## config.mk

```make
export PLATFORM = sky130hd
export DESIGN_NAME = fb_writer_flat
export DESIGN_NICKNAME = d
export VERILOG_FILES = /design/src/rtl/fb_pkg.sv /design/src/rtl/fb_writer_if.sv /design/src/rtl/fb_writer_pix_fifo.sv /design/src/rtl/fb_writer.sv /design/src/flat_wrapper.sv
export SDC_FILE = /design/constraint.sdc
export NUM_CORES = 1
export LEC_CHECK = 0
export BUFFER_PORTS_ARGS = -buffer_cell sky130_fd_sc_hd__buf_4
export CAP_MARGIN = 20
export CORE_ASPECT_RATIO = 0.7
export CORE_MARGIN = 1.5
export CORE_UTILIZATION = 40
export CTS_BUF_LIST = sky130_fd_sc_hd__clkbuf_8
export DETAILED_ROUTE_END_ITERATION = 12
export SYNTH_ARGS = -nofsm -noshare
export SYNTH_HDL_FRONTEND = slang
export SYNTH_SLANG_ARGS = --single-unit
```

## constraint.sdc

```tcl
create_clock -name clk -period 4.3 [get_ports clk]
set_input_delay 0.645 -clock clk [delete_from_list [all_inputs] [get_ports clk]]
set_output_delay 0.645 -clock clk [all_outputs]
set_load 0.1 [all_outputs]
```

## src/rtl/fb_pkg.sv

```systemverilog
// Shared framebuffer definitions: geometry defaults, widths, pixel record, address helper.
package fb_pkg;

  localparam int unsigned FB_WIDTH  = 160;
  localparam int unsigned FB_HEIGHT = 120;
  localparam int unsigned FB_ADDR_W = 15;
  localparam int unsigned COLOR_W   = 12;
  localparam int unsigned COORD_W   = 8;

  typedef struct packed {
    logic [COORD_W-1:0] x;
    logic [COORD_W-1:0] y;
    logic [COLOR_W-1:0] color;
  } pixel_t;

  function automatic logic [FB_ADDR_W-1:0] pix_addr(input logic [COORD_W-1:0] x,
                                                    input logic [COORD_W-1:0] y,
                                                    input int unsigned        width);
    return FB_ADDR_W'(x) + FB_ADDR_W'(y) * FB_ADDR_W'(width);
  endfunction

endpackage

```

## src/rtl/fb_writer_if.sv

```systemverilog
// Pixel-stream input handshake plus framebuffer write port.
// slave = fb_writer side, master = pixel source / framebuffer side.
interface fb_writer_if;
  import fb_pkg::*;

  logic                 in_valid;
  logic                 in_ready;
  logic [COORD_W-1:0]   in_x;
  logic [COORD_W-1:0]   in_y;
  logic [COLOR_W-1:0]   in_color;
  logic [FB_ADDR_W-1:0] fb_addr;
  logic [COLOR_W-1:0]   fb_data;
  logic                 fb_wren;
  logic                 fb_ready;

  modport slave  (input  in_valid, in_x, in_y, in_color, fb_ready,
                  output in_ready, fb_addr, fb_data, fb_wren);
  modport master (output in_valid, in_x, in_y, in_color, fb_ready,
                  input  in_ready, fb_addr, fb_data, fb_wren);
endinterface

```

## src/rtl/fb_writer_pix_fifo.sv

```systemverilog
// pix_fifo: synchronous FIFO, power-of-two depth, async active-high reset.
// Pointers carry one extra wrap bit to tell full from empty.
module pix_fifo #(
  parameter int unsigned DEPTH = 4,
  parameter int unsigned W     = 28
) (
  input  logic         clk,
  input  logic         rst,
  input  logic         push_i,
  input  logic [W-1:0] din_i,
  input  logic         pop_i,
  output logic [W-1:0] dout_o,
  output logic         full_o,
  output logic         empty_o
);
  localparam int unsigned AW = $clog2(DEPTH);

  logic [W-1:0] mem_q [DEPTH];
  logic [AW:0]  wr_q, rd_q;
  logic         do_push, do_pop;

  assign do_push = push_i & ~full_o;
  assign do_pop  = pop_i & ~empty_o;
  assign empty_o = (wr_q == rd_q);
  assign full_o  = (wr_q[AW] != rd_q[AW]) && (wr_q[AW-1:0] == rd_q[AW-1:0]);
  assign dout_o  = mem_q[rd_q[AW-1:0]];

  // Storage write; contents need no reset since pointers gate visibility.
  always_ff @(posedge clk) begin
    if (do_push) mem_q[wr_q[AW-1:0]] <= din_i;
  end

  // Read/write pointer advance.
  always_ff @(posedge clk or posedge rst) begin
    if (rst) begin
      wr_q <= '0;
      rd_q <= '0;
    end else begin
      if (do_push) wr_q <= wr_q + (AW+1)'(1);
      if (do_pop)  rd_q <= rd_q + (AW+1)'(1);
    end
  end
endmodule

```

## src/rtl/fb_writer.sv

```systemverilog
// fb_writer: buffers a pixel stream and turns it into framebuffer writes
// (addr = x + y*WIDTH) through a registered output stage with backpressure.
// Optional macro FB_WRITER_COLOR_KEY_EN: pixels of KEY_COLOR are counted
// as written but never drive fb_wren.
module fb_writer
  import fb_pkg::*;
#(
  parameter int unsigned        WIDTH      = FB_WIDTH,
  parameter int unsigned        HEIGHT     = FB_HEIGHT,
  parameter int unsigned        FIFO_DEPTH = 4,
  parameter logic [COLOR_W-1:0] KEY_COLOR  = 12'h000
) (
  input  logic                 clk,
  input  logic                 rst,
  fb_writer_if.slave           bus,
  output logic [FB_ADDR_W-1:0] pixel_count,
  output logic                 frame_done,
  output logic                 oor_err
);
`ifdef FB_WRITER_COLOR_KEY_EN
  localparam bit KEY_EN = 1'b1;
`else
  localparam bit KEY_EN = 1'b0;
`endif
  localparam logic [FB_ADDR_W-1:0] LAST_ADDR = FB_ADDR_W'(WIDTH * HEIGHT - 1);

  logic                 init_q;
  logic                 full, empty, push, pop;
  pixel_t               in_pix, head;
  logic [FB_ADDR_W-1:0] addr_q, addr_d, head_addr, cnt_q, cnt_d;
  logic [COLOR_W-1:0]   data_q, data_d;
  logic                 wren_q, wren_d, frame_q, frame_d, oor_q, oor_d;
  logic                 in_range, is_key;

  // in_ready only depends on registered state, so no path from in_valid/fb_ready.
  assign bus.in_ready = init_q & ~full;
  assign push         = bus.in_valid & bus.in_ready;
  assign pop          = ~empty & (~wren_q | bus.fb_ready);
  assign in_pix       = '{x: bus.in_x, y: bus.in_y, color: bus.in_color};

  pix_fifo #(
    .DEPTH (FIFO_DEPTH),
    .W     ($bits(pixel_t))
  ) u_fifo (
    .clk     (clk),
    .rst     (rst),
    .push_i  (push),
    .din_i   (in_pix),
    .pop_i   (pop),
    .dout_o  (head),
    .full_o  (full),
    .empty_o (empty)
  );

  // Output stage: retire accepted write, then load the popped pixel.
  always_comb begin
    addr_d    = addr_q;
    data_d    = data_q;
    wren_d    = wren_q;
    cnt_d     = cnt_q;
    frame_d   = 1'b0;
    oor_d     = oor_q;
    in_range  = (32'(head.x) < WIDTH) && (32'(head.y) < HEIGHT);
    is_key    = KEY_EN && (head.color == KEY_COLOR);
    head_addr = pix_addr(head.x, head.y, WIDTH);

    if (wren_q && bus.fb_ready) begin
      wren_d = 1'b0;
      if (addr_q == LAST_ADDR) begin
        cnt_d   = '0;
        frame_d = 1'b1;
      end else begin
        cnt_d = cnt_q + FB_ADDR_W'(1);
      end
    end

    if (pop) begin
      if (!in_range) begin
        oor_d = 1'b1;
      end else if (is_key) begin
        // Keyed pixel retires at pop time; chains onto any write retired above.
        if (head_addr == LAST_ADDR) begin
          cnt_d   = '0;
          frame_d = 1'b1;
        end else begin
          cnt_d = cnt_d + FB_ADDR_W'(1);
        end
      end else begin
        addr_d = head_addr;
        data_d = head.color;
        wren_d = 1'b1;
      end
    end
  end

  // Output/status registers; reset abandons any in-flight write.
  always_ff @(posedge clk or posedge rst) begin
    if (rst) begin
      init_q  <= 1'b0;
      addr_q  <= '0;
      data_q  <= '0;
      wren_q  <= 1'b0;
      cnt_q   <= '0;
      frame_q <= 1'b0;
      oor_q   <= 1'b0;
    end else begin
      init_q  <= 1'b1;
      addr_q  <= addr_d;
      data_q  <= data_d;
      wren_q  <= wren_d;
      cnt_q   <= cnt_d;
      frame_q <= frame_d;
      oor_q   <= oor_d;
    end
  end

  assign bus.fb_addr = addr_q;
  assign bus.fb_data = data_q;
  assign bus.fb_wren = wren_q;
  assign pixel_count = cnt_q;
  assign frame_done  = frame_q;
  assign oor_err     = oor_q;
endmodule

```

## src/flat_wrapper.sv

```systemverilog
// flat-port wrapper written by rule: the top's interface ports become plain ports
module fb_writer_flat import fb_pkg::*;
#(
  parameter int unsigned        WIDTH      = FB_WIDTH,
  parameter int unsigned        HEIGHT     = FB_HEIGHT,
  parameter int unsigned        FIFO_DEPTH = 4,
  parameter logic [COLOR_W-1:0] KEY_COLOR  = 12'h000
)
  (clk, rst, pixel_count, frame_done, oor_err, bus_in_valid, bus_in_x, bus_in_y, bus_in_color, bus_fb_ready, bus_in_ready, bus_fb_addr, bus_fb_data, bus_fb_wren);
  fb_writer_if bus_i ();
  input  logic clk;
  input  logic rst;
  output logic [FB_ADDR_W-1:0] pixel_count;
  output logic frame_done;
  output logic oor_err;
  input wire logic [$bits(bus_i.in_valid)-1:0] bus_in_valid;
  input wire logic [$bits(bus_i.in_x)-1:0] bus_in_x;
  input wire logic [$bits(bus_i.in_y)-1:0] bus_in_y;
  input wire logic [$bits(bus_i.in_color)-1:0] bus_in_color;
  input wire logic [$bits(bus_i.fb_ready)-1:0] bus_fb_ready;
  output wire logic [$bits(bus_i.in_ready)-1:0] bus_in_ready;
  output wire logic [$bits(bus_i.fb_addr)-1:0] bus_fb_addr;
  output wire logic [$bits(bus_i.fb_data)-1:0] bus_fb_data;
  output wire logic [$bits(bus_i.fb_wren)-1:0] bus_fb_wren;
  assign bus_i.in_valid = bus_in_valid;
  assign bus_i.in_x = bus_in_x;
  assign bus_i.in_y = bus_in_y;
  assign bus_i.in_color = bus_in_color;
  assign bus_i.fb_ready = bus_fb_ready;
  assign bus_in_ready = bus_i.in_ready;
  assign bus_fb_addr = bus_i.fb_addr;
  assign bus_fb_data = bus_i.fb_data;
  assign bus_fb_wren = bus_i.fb_wren;
  fb_writer #(.WIDTH(WIDTH), .HEIGHT(HEIGHT), .FIFO_DEPTH(FIFO_DEPTH), .KEY_COLOR(KEY_COLOR)) u_core (.clk(clk), .rst(rst), .bus(bus_i), .pixel_count(pixel_count), .frame_done(frame_done), .oor_err(oor_err));
endmodule
```

# --- After elaboration in Yosys (flattened, before gate mapping) ---
# Memories as Yosys holds them, arrays and structs flattened.
# Index checks and enable logic that the tools add are counted.
totals:
  register_bits: 52
  elab_cells: 44
  ram_bits: 112
  mem_count: 1
classes:
  mux: 8
  bitwise: 10
  reduce_logical: 5
  multipliers: 1
  addsub: 4
  n_lt_le_gt_ge: 2
  eq_ne: 4
mem_list:
  columns: ["memory", "words", "width", "rd", "rd_clocked_by_memory_dff", "write_ports", "line_no", "rtl"]
  rows:
  - ["u_core.u_fifo.mem_q", 4, 28, 1, 0, 1, "fb_writer_pix_fifo.sv:18", "logic [W-1:0] mem_q [DEPTH];"]
ops:
  columns: ["cell", "count"]
  rows:
  - ["adder 15 x 1 -> 15 bit, second input constant", 1]
  - ["adder 8 x 15 -> 15 bit", 1]
  - ["== test 15 bit, second input constant", 1]
  - ["two-way mux 15 bit", 1]
  - ["multiplier 8 x 3 -> 10 bit, second input constant", 1]
  - ["less-than comparator 8 x 7 -> 1 bit, second input constant", 1]
  - ["less-than comparator 8 bit, second input constant", 1]
  - ["two-way mux 1 bit", 7]
  - ["adder 3 x 1 -> 3 bit, second input constant", 2]
  - ["bitwise AND 1 bit", 5]
  - ["inverter 1 bit", 4]
  - ["AND reduction 2 bit", 2]
  - ["== test 3 bit", 1]
  - ["logical AND 1 bit", 3]
  - ["== test 2 bit", 1]
  - ["inequality test 1 bit", 1]
  - ["bitwise OR 1 bit", 1]

# --- Depth between registers and ports, before layout ---
depth:
  word_depth: 8
  depth_mapped: 12

# --- By module ---
# From an unflattened synthesis, not the netlist that was laid out.
unflattened:
  cells_unflattened: 472
  hier_area_um2: 7049.3
modules_own_cells:
  columns: ["module", "seq_area_each_um2", "cells_per_inst", "instances", "area_per_inst_um2"]
  rows:
  - ["pix_fifo", 3513.4, 197, 1, 4556.9]
  - ["fb_writer", 1151.1, 275, 1, 2492.4]

# --- Worst setup path before layout ---
# OpenSTA, ideal clock, no wires.
synth_timing:
  path_type: "register -> register"
  from: "reg u_core.u_fifo.rd_q[0]"
  to: "reg u_core.addr_q[14], in the netlist u_core.bus.fb_addr[14]"
  required_time_ns: 4.168
  path_slack_ns: 0.632
  arrival_ns: 3.536
  path_stages_with_launch: 13
  setup_ns: 0.132
  path_buffers: 2
  path_cell_list: "dfrtp_1 > buf_6 > buf_1 > mux4_2 > ha_1 > ha_1 > fa_1 > a211oi_1 > o21ai_0 > a21oi_1 > xor2_1 > xnor2_1 > o21ai_1"
synth_between:
  elab_chain_cells: 4
  word_cells_on_any_way: 10
  cone_classes: "add/sub: 1; mul: 1; order compare: 2; eq/ne: 1; bitwise: 2; reduce/logical: 2; memory: 1"
synth_rtl:
  columns: ["item", "line_no", "rtl"]
  rows:
  - ["start, declared", "fb_writer_pix_fifo.sv:19", "logic [AW:0] wr_q, rd_q;"]
  - ["start signal, assigned", "fb_writer_pix_fifo.sv:40", "if (do_pop) rd_q <= rd_q + (AW+1)'(1);"]
  - ["parallel branches: the longest is 4 deep, another holds memory (4 x 28 bit)", null, null]
  - ["end signal, assigned", "fb_writer.sv:108", "addr_q <= addr_d;"]
  - ["end, declared", "fb_writer.sv:30", "logic [FB_ADDR_W-1:0] addr_q, addr_d, head_addr, cnt_q, cnt_d;"]
# Several ways; the timed one is not identified.
# A chain may end at the register's enable or synchronous reset.

# --- Worst setup path after layout ---
layout_timing:
  from: "reg u_core.u_fifo.rd_q[1]"
  to: "reg u_core.addr_q[14], in the netlist u_core.bus.fb_addr[14]"
# The elaborated chain is that of the path after synthesis.

==> out/metrics.cfg <==
[min_path]
hold_path.class=in -> async

[detailed_routing]
wl_per_cell_um=18.0
drt_first_pass_iters=4
viasPerCell=4.98
num_vias=3614
initialDrtViolationCount=295
routed_wl_um=13100
route.detailed.drc=0
ant_nets=0

[cells_and_area]
fill_cells=1391
final_cell_mix=edfxtp_1 (112), buf_4 (84), dfrtp_1 (51), nor2_1 (27), mux4_2 (27)
final_area_sq_mm=0.00812
drive_above_1_share_pct=31.5
syn2layout_area_growth_pct=19.0
nNetsFinal=543
final_common_cell=edfxtp_1
antennaDiodeCount=0

[run_status]
outcome=completed

[worst_setup_path]
cp.required_ns=4.59
crit_path_top_delay_cell=dfrtp_1
crit_top_cell=ha_1
crit_path_max_fanout=17
worst_path_largest_cell_delay_ns=0.94
worstSetupPathType=reg -> reg
critPathBufInv=1
cp.arrival_ns=3.87
critPathLaunchType=flip-flop
cp_cell_sequence=buf_4, mux4_2, ha_1, ha_1, or4b_1, o2111ai_1, nand4_1, xnor2_1, o21ai_1
critPathCaptureType=flip-flop
cpLargestDelayFamily=flip-flops

[cts]
ctsHoldBuffers=0
cts_resized=0
cts_root_buffer=clkbuf_8
cts_made_buffers=17
post_cts_buffers=0
clkLatencyLatePin_ns=0.45
clock-sinks=164
cts_tree=built
ctsHtreeMaxLevel=4
cts_buffer_depth=2
path_clk_slew_ns=0.09

[die]
ios=78
initial_core_util_pct=41.4
row_count=39
die_h_um=112
die_w_um=159
core-area_sq_mm=0.0165
die-area_sq_mm=0.0179

[run]
max_cap_viol_count=0

[timing]
timing.final.hold_violations=0
max_freq_ghz=0.279
fin_crit_ns=3.58
tightest_slew_ns=1.08
setup_viol=0
rsz0062_at_grt=false
finClkSkew_ns=0.0120
report.final.slew_viol_count=0
timing.slew.headroom_pct=27.7
period_share_pct=83.3
setup_tns_ns=0

[logic_synthesis]
post_synth.cell_area_avg_sq_um=17.2
yosysSeqAreaShare_pct=68.4
synth_edf_count=112
netlist_area_sq_mm=0.00682
synth_cell_type_count=37
synth_seq_cells=164
synthCells=396
synth-main-ff-cell=edfxtp_1
synthArstFlopShare_pct=31.7
syn_nets=451
yosysWarnings=0

[placed_design]
postPlaceCellArea_sq_mm=0.00768
port_buffers=77
dp.final_hpwl_um=8550
gp_congestion=0.741

[global_route]
grt_pass1_vias=3746
grt_pass1_wl_um=20800
grt_use_total_pct=15.5
antenna_found_initial=1
grt_start_max_net_pins=42
grt-ovfl-total=0

[through the flow]
step	utilization (%)	std cells	hold slack, ns	setup WS [ns]
final	49.2	726	0.140	0.717
after global routing	49.2	726	0.130	0.455
after CTS	49.2	726	0.130	0.690
after detailed placement	46.6	694	0.469	0.703
after global placement	46.6	694	0.465	0.763
after floorplan	-	396	0.462	0.632
[synthesized netlist by cell type, types with 2 or more instances]
cell         n  area (sq um)
edfxtp_1   112          3360
dfrtp_1     52          1300
mux4_2      27           608
nor2_1      27           101
xor2_1      24           210
ha_1        21           263
nand2_1     21          78.8
mux2_4      13           195
and3_1      10          62.6
inv_1        8          30.0
mux2_1       8          90.1
o21ai_1      8          40.0
xnor2_1      8          70.1
nand4_1      7          43.8
nand3_1      6          30.0
a21oi_1      5          25.0
clkbuf_1     5          18.8
o21ai_0      5          25.0
buf_6        4          45.0
buf_1        3          11.3
a211oi_1     2          15.0
fa_1         2          40.0
nand2b_1     2          12.5
nor2b_1      2          12.5
o2111ai_1    2          17.5
[registers in the layout (all words and copies together), names as in the netlist, 3 cells and up]
| name | flops |
|---|---|
| u_core.pixel_count | 15 |
| u_core.u_fifo.mem_q | 112 |
| u_core.bus.fb_data | 12 |
| u_core.u_fifo.wr_q | 3 |
| u_core.u_fifo.rd_q | 3 |
| u_core.bus.fb_addr | 15 |
[layer usage]
layer	vias up	GRT usage (%)	share of wire, %
li1	1685	-	-
met5	-	0	0
met2	79	23.5	44
met3	12	4.69	5.4
met1	1838	21.8	49
met4	0	4.72	1.1
[cell type report]
class,instances,area (sq um),share of cell area (%)
Sequential cell,164,4670,57.5
Multi-Input combinational cell,212,2050,25.3
Timing Repair Buffer,85,651,8.01
Tap cell,225,282,3.47
Clock buffer,17,234,2.88
Clock inverter,15,203,2.50
Inverter,8,30.0,0.370
[cell families after synthesis]
kind of cell,synth area share (%)
other cells,0.0550
simple gates,5.78
fa+ha+maj,4.44
flops,68.4
compound gates,2.26
buf+inv,1.54
mux,13.5
xor+xnor,4.11
[final timing paths]
check	start	end	slack (ns)	cells past startpoint
worst min-delay path	rst	u_core.bus.fb_data[9]	0.14	2
worst max-delay path	u_core.u_fifo.rd_q[1]	u_core.bus.fb_addr[14]	0.72	9
worst max register to register	u_core.u_fifo.rd_q[1]	u_core.bus.fb_addr[14]	0.72	9
worst min register to register	u_core.oor_err	u_core.oor_err	0.49	1
max in group asynchronous	rst	u_core.u_fifo.rd_q[0]	3.26	3
min in group clk	bus_in_color[3]	u_core.u_fifo.mem_q[0][3]	0.39	1
Power is not shown: default switching activity piles up to over one toggle a cycle in this logic, so the estimate is an artifact.
